File: src/rtl/fifo_pkg.sv
// fifo_pkg: shared constants and state encoding for the 8x32 FIFO control stage.
//   FIFO_AW    : pointer width in bits
//   FIFO_DEPTH : number of entries (1 << FIFO_AW)
//   state_e    : operation state, also exported on the debug state port
package fifo_pkg;

  localparam int FIFO_AW    = 3;
  localparam int FIFO_DEPTH = 1 << FIFO_AW;

  typedef enum logic [2:0] {
    INIT     = 3'd0,
    NO_OP    = 3'd1,
    WRITE    = 3'd2,
    WR_ERROR = 3'd3,
    READ     = 3'd4,
    RD_ERROR = 3'd5
  } state_e;

endpackage

File: src/rtl/fifo_wr_dec.sv
// fifo_wr_dec: one-hot write-enable decoder for the FIFO register bank.
// Ports:
//   tail_i : slot index to be written
//   en_i   : write accepted this cycle
//   we_o   : one-hot enable, bit tail_i set when en_i, otherwise all zero
module fifo_wr_dec
  import fifo_pkg::*;
#(
  parameter int AW    = FIFO_AW,
  parameter int DEPTH = 1 << AW
) (
  input  logic [AW-1:0]    tail_i,
  input  logic             en_i,
  output logic [DEPTH-1:0] we_o
);

  // Decode the tail index into a single enable bit when the write is accepted.
  always_comb begin
    we_o = '0;
    if (en_i) begin
      we_o[tail_i] = 1'b1;
    end else begin
      we_o = '0;
    end
  end

endmodule

File: src/rtl/fifo_ctrl.sv
// fifo_ctrl: head/tail pointers, occupancy count and operation state machine
// for the 8-entry x 32-bit FIFO.
// Ports:
//   clk, reset_n        : rising-edge clock, asynchronous active-low reset
//   wr_en, rd_en        : write / read requests, sampled every cycle
//   we                  : one-hot write enable into the register bank (comb)
//   wr_ptr, rd_ptr      : tail index / head index (read-mux select)
//   rd_fire             : read accepted this cycle, load strobe for dout (comb)
//   full, empty         : occupancy status, derived from the count only
//   data_count          : occupancy 0..DEPTH
//   wr_ack/wr_err       : previous-cycle write accepted / rejected
//   rd_ack/rd_err       : previous-cycle read accepted / rejected
//   state               : current state, for debug
module fifo_ctrl
  import fifo_pkg::*;
#(
  parameter int AW    = FIFO_AW,
  parameter int DEPTH = 1 << AW
) (
  input  logic             clk,
  input  logic             reset_n,
  input  logic             wr_en,
  input  logic             rd_en,
  output logic [DEPTH-1:0] we,
  output logic [AW-1:0]    wr_ptr,
  output logic [AW-1:0]    rd_ptr,
  output logic             rd_fire,
  output logic             full,
  output logic             empty,
  output logic [AW:0]      data_count,
  output logic             wr_ack,
  output logic             wr_err,
  output logic             rd_ack,
  output logic             rd_err,
  output logic [2:0]       state
);

  logic [AW-1:0] head_q, head_d;
  logic [AW-1:0] tail_q, tail_d;
  logic [AW:0]   count_q, count_d;
  state_e        state_q, state_d;

  logic wr_req_only, rd_req_only;
  logic wr_acc, wr_rej, rd_acc, rd_rej;

  assign full  = (count_q == (AW+1)'(DEPTH));
  assign empty = (count_q == '0);

  // Simultaneous wr_en & rd_en is a no-op, so each side only counts alone.
  // reset_n gates acceptance so we/rd_fire drop immediately on reset even
  // though the request inputs may still be high.
  assign wr_req_only = wr_en & ~rd_en;
  assign rd_req_only = rd_en & ~wr_en;
  assign wr_acc = reset_n & wr_req_only & ~full;
  assign wr_rej = reset_n & wr_req_only &  full;
  assign rd_acc = reset_n & rd_req_only & ~empty;
  assign rd_rej = reset_n & rd_req_only &  empty;

  assign rd_fire = rd_acc;

  fifo_wr_dec #(
    .AW    (AW),
    .DEPTH (DEPTH)
  ) u_wr_dec (
    .tail_i (tail_q),
    .en_i   (wr_acc),
    .we_o   (we)
  );

  // Next pointers, count and state from this cycle's request classification.
  always_comb begin
    head_d  = head_q;
    tail_d  = tail_q;
    count_d = count_q;
    state_d = NO_OP;
    if (wr_acc) begin
      tail_d  = tail_q + {{(AW-1){1'b0}}, 1'b1};
      count_d = count_q + {{AW{1'b0}}, 1'b1};
      state_d = WRITE;
    end else if (wr_rej) begin
      state_d = WR_ERROR;
    end else if (rd_acc) begin
      head_d  = head_q + {{(AW-1){1'b0}}, 1'b1};
      count_d = count_q - {{AW{1'b0}}, 1'b1};
      state_d = READ;
    end else if (rd_rej) begin
      state_d = RD_ERROR;
    end else begin
      state_d = NO_OP;
    end
  end

  // State, pointer and count registers.
  always_ff @(posedge clk or negedge reset_n) begin
    if (!reset_n) begin
      head_q  <= '0;
      tail_q  <= '0;
      count_q <= '0;
      state_q <= INIT;
    end else begin
      head_q  <= head_d;
      tail_q  <= tail_d;
      count_q <= count_d;
      state_q <= state_d;
    end
  end

  assign wr_ptr     = tail_q;
  assign rd_ptr     = head_q;
  assign data_count = count_q;
  assign state      = state_q;

  // Handshake strobes are decoded straight from the registered state.
  always_comb begin
    wr_ack = 1'b0;
    wr_err = 1'b0;
    rd_ack = 1'b0;
    rd_err = 1'b0;
    case (state_q)
      WRITE:    wr_ack = 1'b1;
      WR_ERROR: wr_err = 1'b1;
      READ:     rd_ack = 1'b1;
      RD_ERROR: rd_err = 1'b1;
      default: begin
        wr_ack = 1'b0;
        wr_err = 1'b0;
        rd_ack = 1'b0;
        rd_err = 1'b0;
      end
    endcase
  end

endmodule

File: config.mk
export PLATFORM = sky130hd
export DESIGN_NAME = fifo_ctrl
export DESIGN_NICKNAME = d
export VERILOG_FILES = /design/src/rtl/fifo_pkg.sv /design/src/rtl/fifo_wr_dec.sv /design/src/rtl/fifo_ctrl.sv
export SDC_FILE = /design/constraint.sdc
export NUM_CORES = 1
export LEC_CHECK = 0
export ABC_CLOCK_PERIOD_IN_PS = 2700
export BUFFER_PORTS_ARGS = -buffer_cell sky130_fd_sc_hd__clkbuf_2
export CORE_ASPECT_RATIO = 1.25
export CORE_MARGIN = 1.5
export CORE_UTILIZATION = 40
export CTS_BUF_LIST = sky130_fd_sc_hd__clkbuf_2
export DETAILED_ROUTE_END_ITERATION = 10
export PLACE_DENSITY_LB_ADDON = 0.05
export SYNTH_ARGS = -nofsm -noshare
export SYNTH_HDL_FRONTEND = slang
export SYNTH_SLANG_ARGS = --single-unit
File: constraint.sdc
create_clock -name clk -period 2.7 [get_ports clk]
set_input_delay 0.27 -clock clk [delete_from_list [all_inputs] [get_ports clk]]
set_output_delay 0.27 -clock clk [all_outputs]
set_load 0.02 [all_outputs]
After elaboration in Yosys (flattened, before gate mapping):

Cells that the tools add are included.

* register bits after elaboration: 13
* output and inout port bits: 28
* logic and storage cells: 49
* bits of input ports: 4

* eq/ne operators: 6
* add/sub/neg operators: 4
* reduce and logical (&&, ||, !) cells: 5
* bitwise logic cells: 14
* order comparisons: 2
* multiplexer cells: 14

Operators by type and width (count)
* two-way mux 3 bit: 4
* two-way mux 4 bit: 3
* bitwise AND 1 bit: 8
* two-way mux 8 bit: 1
* adder 3 x 1 -> 3 bit (second input constant): 2
* == test 3 x 2 -> 1 bit (second input constant): 2
* == test 3 bit (second input constant): 2
* inverter 1 bit: 6
* two-way mux 1 bit: 5
* adder 4 x 1 -> 4 bit (second input constant): 1
* == test 4 bit (second input constant): 1
* zero test 4 bit: 1
* < comparator 3 x 4 -> 1 bit (second input constant): 1
* subtractor 4 x 1 -> 4 bit (second input constant): 1
* demux 1 bit (select 3 bit): 1
* greater-or-equal comparator 3 x 1 -> 1 bit (second input constant): 1
* AND reduction 3 bit: 1
* inequality test 2 x 1 -> 1 bit (second input constant): 1
* AND reduction 2 bit: 1
* nonzero test 2 bit: 1
* logical AND 1 bit: 1

Logic depth before layout (Yosys ltp):

Gate-level depths: netlist (run 1).

* depth in word-level cells: 8
* mapped depth: 7
* depth with buffers taken out: 7

Cells and area by module:

Synthesis (run 1) repeated with hierarchy kept, for this count alone.

* cells, all modules: 79
* area, all modules: 912.1 sq um

Modules (own cells, without submodules)
* fifo_ctrl: seq. area each 325.3 sq um, area each 817.0 sq um, times used 1, cells each 71
* fifo_wr_dec: seq. area each 0.0 sq um, area each 95.1 sq um, times used 1, cells each 8

Worst setup path before layout (run 1):

Ideal clock, no wire load.

* path type: register to register
* start: reg count_q[0], in the netlist data_count[0]
* end: reg count_q[3], in the netlist data_count[3]
* clock period less this slack: 2.477 ns
* data arrival time: 2.339 ns
* slack: 0.223 ns
* cell stages (with the launch flop): 8
* buffers on the path: 1
* data required time: 2.562 ns
* setup time: 0.138 ns
* path through: dfrtp_1 > or4b_1 > buf_4 > nand2_8 > ha_1 > a21o_1 > a21oi_1 > mux4_2

* longest elaborated chain between the ends: 5
* elaborated cells on any way between the ends: 15
* classes of those cells: 2 x add/sub; 2 x eq/ne; 3 x mux; 5 x bitwise; 3 x reduce/logical

Ends and longest elaborated chain
* start, declared: line fifo_ctrl.sv:40 `logic [AW:0] count_q, count_d;`
* start signal, assigned: line fifo_ctrl.sv:103 `count_q <= count_d;`
* parallel branches: the longest is 5 deep, another holds subtractor 4 x 1 -> 4 bit

Parallel ways; which one is timed is not known. The select of a mux whose other input is x is not followed.
A chain may end at the register's enable or synchronous reset.

Worst setup path after layout (run 1):

* start: reg count_q[3], in the netlist data_count[3]
* end: reg count_q[3], in the netlist data_count[3]

The elaborated chain is that of the path after synthesis.

==> results.cfg, run 1 <==
[power_and_ir_drop]
ir_drop_v = 0.000434
p_clk_frac = 0.092
seq_power_share = 0.345
swShare = 0.462
cell_internal_pwr_uw = 577
power.density_mw_per_mm2 = 1030
p_comb_frac = 0.564
leakage_uw = 0.000541
netSwitchingPower_uw = 496
p_total_uw = 1070

[final_layout]
syn2layout_area_growth_pct = 28.7
final_layout_size_suffix_gt1_frac = 0.434
fin_util = 0.539
diodes = 0
nets = 123
n_fill_cell = 184

[timing]
finalCriticalPeriod_ns = 2.49
fin_skew_ns = 0.000515
hold_slack_ns = 0.432
hold_viol = 0
finalSetupViolations = 0
max_freq_ghz = 0.401
finalCritPeriodShare = 0.923
setup-tns-final_ns = 0
finalWorstSetupSlack_ns = 0.207
final_max_slew_viol_count = 0
rsz0062_at_grt = no
tightest_slew_ns = 0.313
slew_headroom = 0.791

[cts]
cts_root_buffer = clkbuf_2
ctsResizeCount = 0
cts.sinks = 13
clock_latency_ns = 0.26
clk_pin_slew_ns = 0.12
cts_tree = yes
cts_made_buffers = 3
clock_path_buffers = 2
htree_levels = 1

[yosys]
synth_warnings = 0
synth_cell_types = 35
synth-compound-area-share = 0.100
synth_simple_gate_area_share = 0.251
ys_seq_elements = 13
synthMuxAreaShare = 0.0770
synth_edf_count = 0
avgSynthCellArea_sq_um = 11.0
synthArstFlopShare = 1.00
synth_cells = 74
syn_nets = 83
synth_top_family_by_area = simple AND/OR/NAND/NOR gates
yosys.area_share.adder = 0.0863
synth_xor_area_frac = 0.0539
ys.flop_type = dfrtp_1
synth_area_sq_um = 812
seq_area_frac_synth = 0.401

[floorplanning]
rows = 18
io_pins = 32
initial_utilization = 0.419
die_x_microns = 43.3
die_h_microns = 53.4
die_area_sq_mm = 0.00231
core_sq_mm = 0.00194

[detailed_routing]
wl_per_cell_microns = 12.9
drt_pre_antenna_iters = 4
ant_nets = 0
drt_iter0_markers = 14
vias = 688
drt-total-wl_microns = 1720
vias_per_cell = 5.17
drc = 0

[grt]
grt_pass1_vias = 553
antenna_found_initial = 0
grt_pass1_wl_microns = 2580
grt_max_degree = 15
grt_usage = 0.155
gr-total-overflow = 0

[worst_setup_path]
max_stage_delay_ns = 0.64
critical-path-top-delay-family = simple AND/OR/NAND/NOR gates
worstPathCellList = or4b_1, nand2_8, ha_1, a21o_1, a21oi_1, mux4_2
endpoint_kind = register
worstPathMaxFanout = 9
cp_slowest_cell = or4b_1
arrival_ns = 2.64
path_class = reg -> reg
critPathLaunchType = register
cp_num_buf_inv = 0
critPathRequiredTime_ns = 2.85

[placement]
portBuffers = 31
dp_slack_ns = 0.218
hpwl_microns = 1270
gp_congestion = 0.775

[flow_run]
max-cap-violations = 0

[worst_hold_path]
hp-class = in -> reg

[run_status]
outcome = finished clean
synth_stat cells (2+ instances only):
library cell	count	area, sq um
dfrtp_1	13	325
nor2_1	5	18.8
mux2_4	2	30.0
nand2b_1	2	12.5
nor3_1	5	25.0
and3b_1	2	17.5
o21ai_0	3	15.0
nand2_1	2	7.51
nor3b_1	2	15.0
a211oi_1	2	15.0
clkinv_2	2	10.0
a21oi_1	2	10.0
ha_1	4	50.1
xnor2_1	4	35.0
nand3_1	4	20.0
worst min-delay path: cells and delay by family:
kind	cells	cell delay, ns
buffers and inverters	2	0.23
and+or+nand+nor	1	0.14
worst paths after layout:
path	start	to	slack [ns]	cells after the start
worst max-delay path	data_count[3]$_DFFE_PN0P_	data_count[3]$_DFFE_PN0P_	0.21	6
worst min-delay path	rd_en	state[2]$_DFF_PN0_	0.43	3
worst max register to register	data_count[3]$_DFFE_PN0P_	data_count[3]$_DFFE_PN0P_	0.21	6
worst min register to register	rd_ptr[2]$_DFFE_PN0P_	rd_ptr[2]$_DFFE_PN0P_	0.47	1
max in group asynchronous	reset_n	rd_ptr[1]$_DFFE_PN0P_	2.05	3
min in group asynchronous	reset_n	state[0]$_DFF_PN0_	0.48	3
stage by stage:
stage	instances	area (sq um)
floorplan	74	812
detailed placement	128	1010
global route	133	1040
global placement	128	1010
finish	133	1040
CTS	133	1040
what timing repair did:
item / 4_1_cts / 5_1_grt
setup buffers: 0 / 0
endpoints found under the hold margin: 13 / 0
hold buffers: 1 / 0
logic make-up after synthesis:
kind of cell               after synthesis
adders and majority gates                5
xor gates and xnor gates                 5
DFF                                     13
AOI/OAI and AO/OA                       12
and+or+nand+nor                         30
muxes                                    4
buffers and inverters                    5
placed cells by master (no fill, tap or decap), types with 2 or more instances in the layout:
| master | synthesis | routed |
|---|---|---|
| clkbuf_2 | 0 | 35 |
| buf_4 | 1 | 4 |
| nor3b_1 | 2 | 2 |
| ha_1 | 4 | 4 |
| and3b_1 | 2 | 2 |
| a21oi_1 | 2 | 2 |
| nand2b_1 | 2 | 2 |
| nor2_1 | 5 | 5 |
| o21ai_0 | 3 | 3 |
| nor3_1 | 5 | 5 |
| a211oi_1 | 2 | 2 |
| dfrtp_1 | 13 | 13 |
| mux2_4 | 2 | 2 |
| nand3_1 | 4 | 4 |
| xnor2_1 | 4 | 4 |
| nand2_1 | 2 | 2 |
| clkinv_2 | 2 | 2 |
flip-flops by register name, summed over array words and instances (netlist names):
register    flops
state           3
rd_ptr          3
data_count      4
wr_ptr          3
cell type report:
cell class                      count  area (sq um)  share of cell area
Clock buffer                        4          20.0              0.0192
Sequential cell                    13           325               0.311
Tap cell                           20          25.0              0.0240
Inverter                            4          17.5              0.0168
Timing Repair Buffer               36           195               0.187
Multi-Input combinational cell     56           462               0.442
metal layers:
layer | global-route usage | vias to the layer above | share of wire
met4 | 0.0909 | 0 | 0.010
met5 | 0 | - | 0
met1 | 0.204 | 311 | 0.47
met3 | 0.0102 | 2 | 0.043
li1 | - | 352 | -
met2 | 0.249 | 23 | 0.47
power by group through the flow:
stage                     combinational, uW  clock, uW  sequential, uW
after floorplan                         297          0             480
after global placement                  608          0             366
after detailed placement                609          0             373
after CTS                               612        104             370
after global routing                    670        108             385
final                                   605       98.3             370
(Power assumes the default switching activity.)
==> run 2: changes to the inputs <==
==> constraint.sdc (replaced) <==
create_clock -name clk -period 2.7 [get_ports clk]
set_input_delay 0.27 -clock clk [delete_from_list [all_inputs] [get_ports clk]]
set_output_delay 0.27 -clock clk [all_outputs]
set_load 0.1 [all_outputs]
==> run 2 against run 1 <==
  * Critical path depth is 1 higher
  * Fmax is 1.8% lower
  * Register-to-register slack worse by 0.04 ns
  * Utilization is 4.7 points higher
  * Wire length is 2.9% higher
  * Sequential share of layout area is 2.1 points lower
  * Sequential cell count stayed put
  * Global-route usage is 1.4 points higher
  * Count of clock-buffer cells in the layout stayed put
  * Worst setup slack worse by 0.046 ns
  * Worst hold slack worse by 0.022 ns
  * First-iteration DRC count is 7.1% lower
  * Critical endpoint is now we[6]
  * Largest cell class unchanged
==> results.cfg, run 2 (synthesis gave the netlist of run 1 again) <==
[floorplanning]
die_area_sq_mm = 0.00231
die_h_microns = 53.4
die_x_microns = 43.3
core_sq_mm = 0.00194
rows = 18
io_pins = 32
initial_utilization = 0.419

[timing]
final_max_slew_viol_count = 0
finalCriticalPeriod_ns = 2.54
finalWorstSetupSlack_ns = 0.161
hold_slack_ns = 0.410
rsz0062_at_grt = no
setup-tns-final_ns = 0
hold_viol = 0
finalCritPeriodShare = 0.940
finalSetupViolations = 0
fin_skew_ns = 0.00127
max_freq_ghz = 0.394
slew_headroom = 0.639
tightest_slew_ns = 0.543

[final_layout]
multi_input_area_sq_um = 541
nets = 123
n_fill_cell = 175
diodes = 0
final_layout_size_suffix_gt1_frac = 0.540
syn2layout_area_growth_pct = 39.9
largest_register_ffs = 4
final_cell_mix = 31 x clkbuf_2, 9 x dfrtp_1, 5 x buf_4
final_common_cell = clkbuf_2
layout.cells.non_filler = 133
regArea_sq_um = 330

[worst_setup_path]
critPathLaunchType = input port
cp_num_buf_inv = 4
critical-path-top-delay-family = buffers and inverters
critPathRequiredTime_ns = 2.43
worstPathCellList = dlygate4sd3_1, clkbuf_2, nand3b_1, clkinv_2, nand3_1, nor2_4, buf_2
r2r_setup_slack_ns = 0.17
rr_worst_depth = 6
worstPathMaxFanout = 10
max_stage_delay_ns = 0.52
r2r-end = data_count[3]$_DFFE_PN0P_
cp_slowest_cell = dlygate4sd3_1
r2r-start = data_count[1]$_DFFE_PN0P_
arrival_ns = 2.27
path_class = in -> out
endpoint_kind = primary output

[placement]
portBuffers = 31
placed_cells = 128
hpwl_microns = 1380
dp_slack_ns = 0.176
gp_congestion = 0.736

[worst_hold_path]
hp-class = in -> reg
worstHoldPathCells = 3
hold_end = state[2]$_DFF_PN0_
hp-start = rd_en

[detailed_routing]
drt_pre_antenna_iters = 5
drt_iter0_markers = 13
drt-total-wl_microns = 1770
wl_per_cell_microns = 13.3
drc = 0
vias = 704
ant_nets = 0
vias_per_cell = 5.29

[grt]
grt_pass1_wl_microns = 2870
grt_pass1_vias = 642
gr-total-overflow = 0
antenna_found_initial = 0
grt_max_degree = 15
grt_usage = 0.169

[cts]
cts_tree = yes
cts_root_buffer = clkbuf_2
cts.sinks = 13
postCtsSetupBuffers = 0
htree_levels = 1
clk_pin_slew_ns = 0.12
clock_path_buffers = 2
cts_made_buffers = 3
clock_latency_ns = 0.26

[run_status]
outcome = finished clean

[flow_run]
max-cap-violations = 0
## run 2: cell count changes in the layout (fill, tap and decap cells not counted), sizes merged
cell,change
clkbuf,-2
buf,+2
## run 2: layout make-up
type	instances	share of cell area
clock buffer	4	0.0176
inverter	4	0.0154
multi-input combinational	56	0.476
sequential	13	0.291
tap	20	0.0220
timing repair buffer	36	0.178
## run 2: per-stage QoR
stage / instance area (sq um) / utilization
6_report: 1140 / 0.587
3_3_place_gp: 1100 / 0.568
5_1_grt: 1140 / 0.587
2_1_floorplan: 896 / -
4_1_cts: 1130 / 0.584
3_5_place_dp: 1100 / 0.568
## run 2: what timing repair did
item / CTS / global route
endpoints found under the hold margin: 13 / 0
gates resized for setup: 0 / 5
endpoints found under the setup margin: 0 / 3
hold buffers: 1 / 0
## run 2: worst min-delay path, stage by stage
cell and delay (ns):
clkbuf_2 0.10, nand3b_4 0.14, inv_1 0.11
## run 2: worst max path at each step
stage                               from                        end  slack, ns  depth (start not counted)
2_1_floorplan         state[2]$_DFF_PN0_                     rd_ack      -0.81                          1
3_3_place_gp   data_count[1]$_DFFE_PN0P_  data_count[3]$_DFFE_PN0P_       0.27                          6
3_5_place_dp   data_count[1]$_DFFE_PN0P_  data_count[3]$_DFFE_PN0P_       0.18                          6
4_1_cts                          reset_n                      we[3]       0.09                          7
5_1_grt                          reset_n                      we[6]       0.01                          7
6_report                         reset_n                      we[6]       0.16                          7
## run 2: layer usage
metal,up-vias,GRT usage,routed length [microns]
met5,-,0,0
met4,0,0.0758,15
met3,2,0.0341,88
met2,23,0.276,887
met1,329,0.213,777
li1,350,-,-
Power of run 2 is left out: the tool's default activity adds up to more than one toggle a clock period on the data nets, which glitch-free logic cannot reach.
